## config.mk

```make
export PLATFORM = sky130hd
export DESIGN_NAME = accumulator_4b
export DESIGN_NICKNAME = d
export VERILOG_FILES = /design/src/rtl/accumulator_4b_pkg.sv /design/src/rtl/accumulator_4b_adder.sv /design/src/rtl/accumulator_4b.sv
export SDC_FILE = /design/constraint.sdc
export NUM_CORES = 1
export LEC_CHECK = 0
export ABC_AREA = 0
export CORE_AREA = 2 2 39 41
export CTS_BUF_LIST = sky130_fd_sc_hd__clkbuf_8
export CTS_CLUSTER_DIAMETER = 60
export DETAILED_ROUTE_END_ITERATION = 12
export DIE_AREA = 0 0 41 43
export PLACE_DENSITY_LB_ADDON = 0.08
export SYNTH_ARGS = -nofsm -noshare
export SYNTH_HDL_FRONTEND = slang
export SYNTH_SLANG_ARGS = --single-unit
```

## constraint.sdc

```tcl
create_clock -name clk -period 2.8 [get_ports clk]
set_input_delay 0.56 -clock clk [delete_from_list [all_inputs] [get_ports clk]]
set_output_delay 0.56 -clock clk [all_outputs]
set_load 0.05 [all_outputs]
```

## src/rtl/accumulator_4b_pkg.sv

```systemverilog
// Shared types and widths for the 4-bit group accumulator.
package accumulator_4b_pkg;

   localparam int DATA_W = 4;

   typedef logic [DATA_W-1:0] data_t;

   typedef enum logic {
      ACCUM = 1'b0,
      DONE  = 1'b1
   } state_t;

endpackage : accumulator_4b_pkg

```

## src/rtl/accumulator_4b_adder.sv

```systemverilog
// 4-bit unsigned adder without carry-out; the sum wraps modulo 16.
module accumulator_4b_adder
   import accumulator_4b_pkg::*;
(
   input  logic [DATA_W-1:0] a,
   input  logic [DATA_W-1:0] b,
   output logic [DATA_W-1:0] sum
);

   // Plain modulo-2^DATA_W addition; the carry is intentionally dropped.
   assign sum = a + b;

endmodule : accumulator_4b_adder

```

## src/rtl/accumulator_4b.sv

```systemverilog
// Sums groups of NUM_OPERANDS 4-bit operands (mod 16) received over a val/rdy
// input, and presents each group sum plus a sticky wrap flag over a val/rdy output.
//
// state | meaning
// ------+-----------------------------------------------------------------
// ACCUM | accepting operands; acc/count/wrap track the partial group
// DONE  | group complete; result held on the output until out_rdy
module accumulator_4b
   import accumulator_4b_pkg::*;
#(
   parameter int NUM_OPERANDS = 4
)
(
   input  logic              clk,
   input  logic              rst,
   input  logic              in_val,
   output logic              in_rdy,
   input  logic [DATA_W-1:0] in_data,
   output logic              out_val,
   input  logic              out_rdy,
   output logic [DATA_W-1:0] out_sum,
   output logic              out_wrap
);

   localparam int                CNT_W = $clog2(NUM_OPERANDS);
   localparam logic [CNT_W-1:0]  LAST  = CNT_W'(NUM_OPERANDS - 1);

   state_t              state;
   logic [DATA_W-1:0]   acc;
   logic [DATA_W-1:0]   sum;
   logic [CNT_W-1:0]    count;
   logic                wrap;

   accumulator_4b_adder u_adder (
      .a   (acc),
      .b   (in_data),
      .sum (sum)
   );

   // Group sequencing: accumulate operands, then hold the result until taken.
   always_ff @(posedge clk or posedge rst) begin
      if (rst) begin
         state <= ACCUM;
         acc   <= '0;
         count <= '0;
         wrap  <= 1'b0;
      end else begin
         case (state)
            ACCUM: begin
               // in_rdy is 1 throughout ACCUM, so in_val alone marks a transfer.
               if (in_val) begin
                  acc   <= sum;
                  count <= count + CNT_W'(1);
                  // The adder has no carry-out; a result smaller than acc means it wrapped.
                  wrap  <= wrap | (sum < acc);
                  if (count == LAST) begin
                     state <= DONE;
                  end
               end
            end
            DONE: begin
               if (out_rdy) begin
                  acc   <= '0;
                  count <= '0;
                  wrap  <= 1'b0;
                  state <= ACCUM;
               end
            end
            default: state <= ACCUM;
         endcase
      end
   end

   // Handshake flags come from state only; in_rdy also drops at once while rst is high.
   assign in_rdy   = (state == ACCUM) && !rst;
   assign out_val  = (state == DONE);
   assign out_sum  = out_val ? acc : '0;
   assign out_wrap = out_val & wrap;

endmodule : accumulator_4b

```

==> metrics.md, run 1 <==
| Metric | Value |
|---|---|
| Maximum vdd drop | 0.000519 V |
| Post-CTS sizing | 0 |
| Via count | 441 |
| Post-synth EDFFs | 0 |
| Delay-heaviest family, CP | buffers and inverters |
| Cell variety after synth | 26 |
| Worst clock skew | 0.00531 ns |
| CP required | 2.24 ns |
| Synth area leaders | dfrtp_1 (35%), ha_1 (13%), inv_1 (4.6%) |
| Synth Warn # | 0 |
| Mux cell area share after synthesis | 3.51% |
| # hold bufs at CTS | 0 |
| Setup repair bufs after CTS | 0 |
| Worst-margin pin slew | just under 0.5 ns |
| Clock transition at the registers of the reported paths | 0.04 ns |
| Clk Tree Root Cell | clkbuf_8 |
| MaxCap Viol Count | 0 |
| I/O Buffers | 14 |
| Share of the synthesized area in the top cell type | 35.1% |
| Die span in x | 41 um |
| Crit path DAT | 1.88 ns |
| # diodes | 0 |
| Status | completed |
| Tcrit/Tclk final | 87.1% |
| Fin crit period | 2.44 ns |
| Largest family of logic cells by synthesized area | simple AND/OR/NAND/NOR gates |
| Post-layout net count | 91 |
| FP Rows | 14 |
| Routability cong. | approximately 0.67 |
| Worst Setup End Kind | output port |
| Max Clk Rate | between 400 and 500 MHz |
| Worst hold slack | approximately 0.51 ns |
| Slew Limit Headroom | 67.1% |
| Simple-gate share of the synthesized area | around 18% |
| Hold Crit Class | flip-flop to flip-flop |
| Final worst slack | 0.361 ns |
| Layout area overhead | 34.4% |
| Routed Antenna Nets | 0 |
| Initial core utilization | 41.2% |
| Slowest-stage cell, CP | clkdlybuf4s50_1 |
| TritonCTS Sinks | 8 |
| Switching power | 352 uW |
| Yosys reg bits | 8 |
| Syn Nets | 73 |
| Cell Chain, Critical Path | clkdlybuf4s50_1, nor2_1, clkdlybuf4s50_1 |
| DRT Wirelength | 1.07 mm |
| Combinational Power Share | 54.4% |
| Leakage | 0.000364 uW |
| Mapped Cells | 58 |
| H-tree depth | 1 |
| Count leader, synth | dfrtp_1 |
| Core area | 0.00138 sq mm |
| CTS tree | done |
| DRC Markers | 0 |
| Clock share of power | between 10% and 20% |
| Fillers | 134 |
| Compound-Gate Fraction of Synth Area | between 10% and 20% |
| TritonCTS Buffers | 3 |
| Met2 WL post-DR | around 450 um |
| Max FO, Critical Path | 2 |
| First-pass GRT wire length | 1.71 mm |
| Hpwl dp | a little over 800 um |
| Unrepaired setup endpoints after global routing | no |
| Switch share | 43.0% |
| Post-Synth XOR/XNOR Area | 5.92% |
| Die Footprint | 0.00176 sq mm |
| Final setup viols | 0 |
| Layout cell share with drive strength beyond 1 | 12.2% |
| Synth Area in Adders | 16.7% |
| CP Class | input port to output port |
| Max incr delay on CP | between 0.8 and 0.9 ns |
| GRT Overall Usage | 15.9% |
| Top cells by count, synth | dfrtp_1 (8), inv_1 (7), ha_1 (6), nand2_1 (6) |
| Mean Syn Cell Area | 9.84 sq um |
| Setup_tns | 0 ns |
| Final max-slew violation count | 0 |
| Clock latency at the later pin of the worst-skew pair | between 0.2 and 0.25 ns |
| Crit start category | input port |
| Internal power | approximately 470 uW |
| DRT iter0 DRCs | 3 |
| WL met3 | around 58 um |
| Initial antenna violation count | 0 |
| Synthesized area | ~570 sq um |
| DR vias/cell | slightly below 5 |
| # IOs | 15 |
| Vias in the first global route | 381 |
| Synth area leader | dfrtp_1 |
| Synth Flop Type | dfrtp_1 |
| DP Worst Slack | approximately 0.14 ns |
| Total grt overflow | 0 |
| Routed wire per std cell | approximately 12 um |
| Met1 WL | between 500 and 600 um |
| Fin. Hold Viols | 0 |
| Largest net degree at the start of global routing | 16 |
| Sequential share of the synthesized area | 35.1% |
| PwrDens | 1070 mW/mm^2 |
| Most used cell, CP | clkdlybuf4s50_1 |
| Reg power frac | 28.5% |
| Clock buffer depth | 2 |
| Top sig layer | met4 |
| Worst Path Buf+Inv | 2 |
| Async set or reset register ratio after synthesis | 100% |
| Drt first pass iters | 2 |
| Die Y | 43 um |
[registers in the layout, summed over array words and instances, names as in the netlist]
name and count:
wrap 1, out_val 1, count 2, acc 4
[stage by stage]
stage	std cells	instance area, sq um	utilization, %	power, uW
2_1_floorplan	58	571	-	571
3_3_place_gp	87	726	52.4	681
3_5_place_dp	87	726	52.4	687
4_1_cts	90	767	55.4	833
5_1_grt	90	767	55.4	890
6_report	90	767	55.4	819
[worst paths after layout]
check                                     start                   end  slack [ns]  cells after the start
max                                         rst                in_rdy        0.36                      3
min                        count[0]$_DFFE_PP0P_  count[0]$_DFFE_PP0P_        0.51                      1
max reg2reg                  acc[2]$_DFFE_PP0P_      wrap$_DFFE_PP0P_        0.73                      9
min reg2reg                count[0]$_DFFE_PP0P_  count[0]$_DFFE_PP0P_        0.51                      1
max in group asynchronous                   rst  count[0]$_DFFE_PP0P_        1.92                      2
min in group asynchronous                   rst    acc[3]$_DFFE_PP0P_        0.62                      2
[cell families after synthesis]
logic type               after synthesis
multiplexers                           2
buffers and inverters                  8
AND/OR/NAND/NOR                       18
AO/OA/AOI/OAI                         12
flip-flops                             8
XOR/XNOR                               3
adder cells (fa/ha/maj)                7
[cells in the final DEF (no fill, tap or decap), types with 2 or more instances in the layout]
master and count:
ha_1 6, dfrtp_1 8, nand4_1 2, o22ai_1 3, clkbuf_8 3, a22o_1 2
clkdlybuf4s50_1 14, mux2i_1 2, inv_1 7, and2_1 3, o21ai_0 3, nand2_1 6
[metal layers]
layer,vias up,track usage (%)
met5,-,0
met4,0,16.0
met3,4,3.14
met2,12,19.1
met1,190,21.9
li1,235,-
[final cells by class]
cell class | instances | area, sq um | area share, %
Multi-Input combinational cell | 42 | 339 | 44.2
Tap cell | 16 | 20.0 | 2.61
Timing Repair Buffer | 14 | 140 | 18.3
Sequential cell | 8 | 200 | 26.1
Inverter | 7 | 26.3 | 3.43
Clock buffer | 3 | 41.3 | 5.38
[power by group through the flow]
stage / logic [uW] / clock network, uW / registers [uW]
3_3_place_gp: 445 / 0 / 236
5_1_grt: 495 / 150 / 245
4_1_cts: 453 / 144 / 236
3_5_place_dp: 450 / 0 / 238
6_report: 446 / 140 / 234
2_1_floorplan: 343 / 0 / 229
Power figures use the tool's default switching activity.
==> inputs of run 2 (changes only) <==
--- a/config.mk
+++ b/config.mk
@@ -5,7 +5,7 @@
 export SDC_FILE = /design/constraint.sdc
 export NUM_CORES = 1
 export LEC_CHECK = 0
-export ABC_AREA = 0
+export ABC_AREA = 1
 export CORE_AREA = 2 2 39 41
 export CTS_BUF_LIST = sky130_fd_sc_hd__clkbuf_8
 export CTS_CLUSTER_DIAMETER = 60
==> run 2 against run 1 <==
Compared with the run above: utilization decreased by 1.2 points; worst setup slack improved by 0.0052 ns; synthesized cell count increased by 17%; hold slack lost 0.034 ns; sequential cell count unchanged; combinational power grew 8.1%; register-to-register slack gained 0.11 ns; routed wire length fell by 2.3%; die area unchanged; largest cell class unchanged; highest routed layer is now met3.
==> metrics.md, run 2 <==
| Metric | Value |
|---|---|
| Switch share | 45.7% (+2.8 points) |
| Reg power frac | 27.4% (-1.1 points) |
| Post-layout net count | 101 (+11%) |
| Layout cell share with drive strength beyond 1 | 9.52% (-2.6 points) |
| TritonCTS Sinks | 8 (unchanged) |
| Setup_tns | 0 ns (unchanged) |
| Final max-slew violation count | 0 (unchanged) |
| Crit path DAT | 1.87 ns (about the same) |
| # hold bufs at CTS | 0 (unchanged) |
| Status | completed |
| Clock share of power | 16.8% (-0.3 points) |
| PwrDens | 1150 mW/mm^2 (+7.6%) |
| Max FO, Critical Path | 2 (unchanged) |
| Hold path cells | 1 (unchanged) |
| Mean Syn Cell Area | 8.24 sq um (-16%) |
| Max reg flops | 4 (unchanged) |
| Count leader, synth | nand2_1 |
| Hpwl dp | 786 um (-2.4%) |
| # IOs | 15 (unchanged) |
| Maximum vdd drop | 0.000537 V (+3.4%) |
| CTS tree | done |
| Synth Flop Type | dfrtp_1 |
| Sequential share of the synthesized area | 35.7% (+0.63 points) |
| Post-CTS sizing | 0 (unchanged) |
| Share of the synthesized area in the top cell type | 35.7% (+0.63 points) |
| CP required | 2.24 ns (about the same) |
| Fin. Hold Viols | 0 (unchanged) |
| Fin crit period | 2.43 ns (-0.00520 ns) |
| DRC Markers | 0 (unchanged) |
| Routability cong. | 0.672 (+0.19%) |
| Cell variety after synth | 18 (-31%) |
| Slew Limit Headroom | 67.1% (-0.089 points) |
| Mapped Cells | 68 (+17%) |
| Max Clk Rate | 411 MHz (+0.21%) |
| H-tree depth | 1 (unchanged) |
| Core area | 0.00138 sq mm (unchanged) |
| Routed Antenna Nets | 0 (unchanged) |
| Unrepaired setup endpoints after global routing | no |
| FP Rows | 14 (unchanged) |
| Clk Tree Root Cell | clkbuf_8 |
| Syn Nets | 83 (+14%) |
| Reg2reg setup slack | 0.84 ns (+0.11 ns) |
| Total grt overflow | 0 (unchanged) |
| Biggest regs | acc (4), count (2) |
| Fillers | 154 (+15%) |
| Worst hold slack | 0.474 ns (-0.0341 ns) |
| WHS Endpoint | count[0]$_DFFE_PP0P_ |
| Combinational Power Share | 55.8% (+1.4 points) |
| Largest net degree at the start of global routing | 10 (-6) |
| Switching power | 395 uW (+12%) |
| Reg2reg path depth | 10 (+1) |
| Routed wire per std cell | 10.4 um (-12%) |
| CP Class | input port to output port |
| Yosys reg bits | 8 (unchanged) |
| GRT Overall Usage | 15.8% (-0.12 points) |
| Vias in the first global route | 425 (+12%) |
| Async set or reset register ratio after synthesis | 100% (unchanged) |
| Die Y | 43 um (unchanged) |
| Worst Setup End Kind | output port |
| Crit start category | input port |
| Clock buffer depth | 2 (unchanged) |
| Leakage | 0.000409 uW (+12%) |
| DR vias/cell | 4.71 (-3.9%) |
| Clock latency at the later pin of the worst-skew pair | 0.23 ns (about the same) |
| Layout area overhead | 33.9% |
| Post-synth EDFFs | 0 (unchanged) |
| DRT Wirelength | 1.04 mm (-2.3%) |
| Largest Register | acc |
| Drt first pass iters | 4 (+2) |
| Most frequent cells in the layout | nand2_1 (18), clkdlybuf4s50_1 (14), inv_1 (12) |
| Top cells by count, synth | nand2_1 (18), inv_1 (12), dfrtp_1 (8) |
| TritonCTS Buffers | 3 (unchanged) |
| Internal power | 469 uW (+0.27%) |
| Hold Crit Class | flip-flop to flip-flop |
| Reg2reg start | acc[0]$_DFFE_PP0P_ |
| Via count | 471 (+6.8%) |
| Clock transition at the registers of the reported paths | 0.05 ns (about the same) |
| First-pass GRT wire length | 1.83 mm (+6.8%) |
| DRT iter0 DRCs | 13 (+10) |
| Synth area leader | dfrtp_1 |
| Worst clock skew | 0.00154 ns (-0.00377 ns) |
| Worst-margin pin slew | 0.493 ns (+0.00132 ns) |
| Tcrit/Tclk final | 86.9% (-0.19 points) |
| Most common cell after layout, fill and taps aside | nand2_1 |
| MaxCap Viol Count | 0 (unchanged) |
| Synth area leaders | dfrtp_1 (36%), ha_1 (13%), nand2_1 (12%) |
| R2R Path End | wrap$_DFFE_PP0P_ |
| Final setup viols | 0 (unchanged) |
| Setup repair bufs after CTS | 0 (unchanged) |
| Initial antenna violation count | 0 (unchanged) |
| I/O Buffers | 14 (unchanged) |
| Die span in x | 41 um (unchanged) |
| HP Start | count[0]$_DFFE_PP0P_ |
| Synth Warn # | 0 (unchanged) |
| Synthesized area | 561 sq um (-1.8%) |
| Die Footprint | 0.00176 sq mm (unchanged) |
| # diodes | 0 (unchanged) |
| Initial core utilization | 40.5% (-0.72 points) |
[run 2: cell types whose count changed in the layout (fill, tap and decap cells not counted), moves of 3 or more]
cell / previous run / this run
nand2_1: 6 / 18
a21oi_1: 0 / 3
inv_1: 7 / 12
nand3_1: 0 / 4
[run 2: how the worst max path moves through the flow]
stage / startpoint / end / cells after the start / slack, ns
global route: in_data[0] / wrap$_DFFE_PP0P_ / 11 / 0.31
finish: rst / in_rdy / 3 / 0.37
detailed placement: in_data[0] / wrap$_DFFE_PP0P_ / 11 / 0.24
floorplan: in_data[0] / wrap$_DFFE_PP0P_ / 10 / 0.78
global placement: in_data[0] / wrap$_DFFE_PP0P_ / 11 / 0.25
CTS: rst / in_rdy / 3 / 0.36
[run 2: kinds of logic (layout without fill, tap and decap cells)]
logic type	Yosys count	in the layout	share of synthesized area, %
XOR/XNOR	1	1	1.56
adder cells (fa/ha/maj)	7	7	17.0
flip-flops	8	8	35.7
AND/OR/NAND/NOR	28	28	23.4
AO/OA/AOI/OAI	8	8	9.37
buffers and inverters	16	32	12.9
[run 2: per-stage QoR]
stage	util, %	worst slack, ns	cell area [sq um]	instances	total power (uW)
after CTS	54.2	0.364	751	100	874
after floorplan	-	0.777	561	68	613
after global routing	54.2	0.313	751	100	950
after global placement	51.3	0.246	709	97	722
final	54.2	0.366	751	100	863
after detailed placement	51.3	0.244	709	97	725
[run 2: cell type report]
type                       instances  area (sq um)  area share [%]
clock buffer                       3          41.3            5.50
tap                               16          20.0            2.67
sequential                         8           200            26.7
timing repair buffer              14           140            18.7
inverter                          15          61.3            8.17
multi-input combinational         44           288            38.3
[run 2: per-layer routing]
| metal | track usage [%] | routed length [um] | up-vias |
|---|---|---|---|
| met5 | 0 | 0 | - |
| li1 | - | - | 249 |
| met4 | 8.00 | 0 | 0 |
| met2 | 21.3 | 465 | 9 |
| met1 | 22.1 | 545 | 213 |
| met3 | 4.71 | 33 | 0 |
[run 2: critical path: stages]
cell and delay (ns):
clkdlybuf4s50_1 0.42, nor2_1 0.09, clkdlybuf4s50_1 0.81
[run 2: power groups by stage]
stage	logic (uW)	clock network (uW)	registers (uW)
3_3_place_gp	484	0	238
5_1_grt	551	153	247
2_1_floorplan	379	0	234
3_5_place_dp	486	0	239
6_report	482	145	236
4_1_cts	490	147	237
==> inputs of run 3 (changes only) <==
--- a/config.mk
+++ b/config.mk
@@ -5,12 +5,10 @@
 export SDC_FILE = /design/constraint.sdc
 export NUM_CORES = 1
 export LEC_CHECK = 0
-export ABC_AREA = 1
-export CORE_AREA = 2 2 39 41
+export CORE_UTILIZATION = 35
 export CTS_BUF_LIST = sky130_fd_sc_hd__clkbuf_8
 export CTS_CLUSTER_DIAMETER = 60
 export DETAILED_ROUTE_END_ITERATION = 12
-export DIE_AREA = 0 0 41 43
 export PLACE_DENSITY_LB_ADDON = 0.08
 export SYNTH_ARGS = -nofsm -noshare
 export SYNTH_HDL_FRONTEND = slang
==> run 3 against run 2 <==
Compared with the run above: first-iteration DRC count fell by 69%; clock power is 3% lower; clock-buffer cell count unchanged; largest cell class unchanged; largest power group unchanged; clock skew rose by 0.0051 ns; critical endpoint is now wrap$_DFFE_PP0P_; worst setup slack worse by 0.0094 ns; die area up 1.9%; fmax is 0.39% lower; cell count fell by 10%; sequential cell count stayed put.
==> metrics.md, run 3 (same netlist as run 1, synthesis figures left out) <==
| Metric | Value |
|---|---|
| Core area | 0.00151 sq mm (+8.9%) |
| Cell Chain, Critical Path | clkdlybuf4s50_1, ha_1, fa_1, xor2_1, ha_1, nor2b_1, o21ai_0, a31oi_1, o22ai_1 |
| Worst-margin pin slew | 0.491 ns (-0.00158 ns) |
| Hpwl dp | 836 um (+6.4%) |
| TritonCTS Sinks | 8 (unchanged) |
| Most used cell, CP | ha_1 |
| Crit path DAT | 2.53 ns (+0.66 ns) |
| First-pass GRT wire length | 1.81 mm (-1.1%) |
| Slew Limit Headroom | 67.2% (+0.11 points) |
| Via count | 448 (-4.9%) |
| Final max-slew violation count | 0 (unchanged) |
| Crit start category | input port |
| Fillers | 155 (+0.65%) |
| Worst Setup End Kind | flip-flop |
| Post-CTS sizing | 0 (unchanged) |
| Final setup viols | 0 (unchanged) |
| Setup repair bufs after CTS | 0 (unchanged) |
| Vias in the first global route | 408 (-4.0%) |
| Largest Register | acc |
| WHS Endpoint | count[1]$_DFFE_PP0P_ |
| DR vias/cell | 4.98 (+5.7%) |
| # IOs | 15 (unchanged) |
| Tcrit/Tclk final | 87.2% (+0.34 points) |
| Most common cell after layout, fill and taps aside | clkdlybuf4s50_1 |
| Clock latency at the later pin of the worst-skew pair | 0.23 ns (about the same) |
| DRC Markers | 0 (unchanged) |
| PwrDens | 1060 mW/mm^2 (-7.7%) |
| Reg2reg start | acc[0]$_DFFE_PP0P_ |
| Worst setup startpoint | in_data[0] |
| Fin util | 50.9% (-3.3 points) |
| Initial antenna violation count | 0 (unchanged) |
| Layout cell share with drive strength beyond 1 | 12.2% (+2.6 points) |
| Setup_tns | 0 ns (unchanged) |
| Max Clk Rate | 409 MHz (-0.39%) |
| Post-layout net count | 91 (-9.9%) |
| DRT Wirelength | 1.07 mm (+2.4%) |
| FP Rows | 14 (unchanged) |
| CP required | 2.89 ns (+0.65 ns) |
| Fin. Hold Viols | 0 (unchanged) |
| Leakage | 0.000364 uW (-11%) |
| Largest net degree at the start of global routing | 16 (+6) |
| GRT Overall Usage | 13.7% (-2.1 points) |
| Layout area overhead | 34.4% |
| Hold path cells | 1 (unchanged) |
| Die Y | 42.4 um (-1.5%) |
| Die Footprint | 0.00180 sq mm (+1.9%) |
| Clk Tree Root Cell | clkbuf_8 |
| Maximum vdd drop | 0.000442 V (-18%) |
| Multi-input gate area | 339 sq um (+18%) |
| Max reg flops | 4 (unchanged) |
| TritonCTS Buffers | 3 (unchanged) |
| Slowest-stage cell, CP | fa_1 |
| Drt first pass iters | 3 (-1) |
| # hold bufs at CTS | 0 (unchanged) |
| Routed wire per std cell | 11.9 um (+14%) |
| Clock buffer depth | 2 (unchanged) |
| Status | completed |
| Worst clock skew | 0.00667 ns (+0.00513 ns) |
| I/O Buffers | 14 (unchanged) |
| Total grt overflow | 0 (unchanged) |
| R2R Path End | wrap$_DFFE_PP0P_ |
| Die span in x | 42.4 um (+3.4%) |
| MaxCap Viol Count | 0 (unchanged) |
| Reg2reg setup slack | 0.72 ns (-0.12 ns) |
| Fin crit period | 2.44 ns (+0.00942 ns) |
| Initial core utilization | 37.9% (-2.6 points) |
| Clock transition at the registers of the reported paths | 0.05 ns (about the same) |
| Biggest regs | acc (4), count (2) |
| Sequential cell area | 200 sq um (unchanged) |
| Max FO, Critical Path | 2 (unchanged) |
| DRT iter0 DRCs | 4 (-9) |
| CTS tree | done |
| Unrepaired setup endpoints after global routing | no |
| HP Start | count[1]$_DFFE_PP0P_ |
| Max incr delay on CP | 0.42 ns (-0.39 ns) |
| Most frequent cells in the layout | clkdlybuf4s50_1 (14), dfrtp_1 (8), inv_1 (7) |
| # diodes | 0 (unchanged) |
| Reg2reg path depth | 8 (-2) |
| Routed Antenna Nets | 0 (unchanged) |
| H-tree depth | 1 (unchanged) |
| Routability cong. | 0.707 (+5.2%) |
| CP Class | input port to flip-flop |
| Hold Crit Class | flip-flop to flip-flop |
run 3: worst max-delay path: cells and delay by family:
kind	cells	cell delay, ns
AND/OR/NAND/NOR	1	0.12
adder cells (fa/ha/maj)	3	0.92
XOR/XNOR	1	0.19
AO/OA/AOI/OAI	3	0.33
buffers and inverters	1	0.40
run 3: worst max path at each step:
stage                                  end  slack [ns]  depth (start not counted)
after floorplan           wrap$_DFFE_PP0P_        0.65                          8
after global placement    wrap$_DFFE_PP0P_        0.13                          9
after detailed placement  wrap$_DFFE_PP0P_        0.11                          9
after CTS                 wrap$_DFFE_PP0P_        0.34                          9
after global routing      wrap$_DFFE_PP0P_        0.18                          9
final                     wrap$_DFFE_PP0P_        0.36                          9
run 3: power by group:
group,switching [uW],internal [uW],leakage [uW]
registers,62.7,170,0.0000962
clock network,46.9,93.3,0.0000216
logic,239,202,0.000246
run 3: cell type report:
| class | count | area share, % |
|---|---|---|
| repair buffers | 14 | 18.3 |
| well taps | 16 | 2.61 |
| clock buffers | 3 | 5.38 |
| multi-input cells | 42 | 44.2 |
| inverters | 7 | 3.43 |
| flip-flops and latches | 8 | 26.1 |
run 3: through the flow:
stage          hold WS [ns]  area [sq um]  power, uW  setup slack, ns  std cells
2_1_floorplan         0.376           571        571            0.654         58
3_3_place_gp          0.489           726        685            0.134         87
5_1_grt               0.530           767        898            0.180         90
3_5_place_dp          0.492           726        684            0.109         87
6_report              0.505           767        814            0.357         90
4_1_cts               0.508           767        831            0.336         90
run 3: routing by layer:
| metal | track usage, % | part of all wire, % | wire (um) |
|---|---|---|---|
| met1 | 17.6 | 44 | 472 |
| met2 | 21.5 | 50 | 534 |
| met3 | 6.47 | 5.8 | 62 |
| met4 | 1.88 | 0 | 0 |
| met5 | 0 | 0 | 0 |
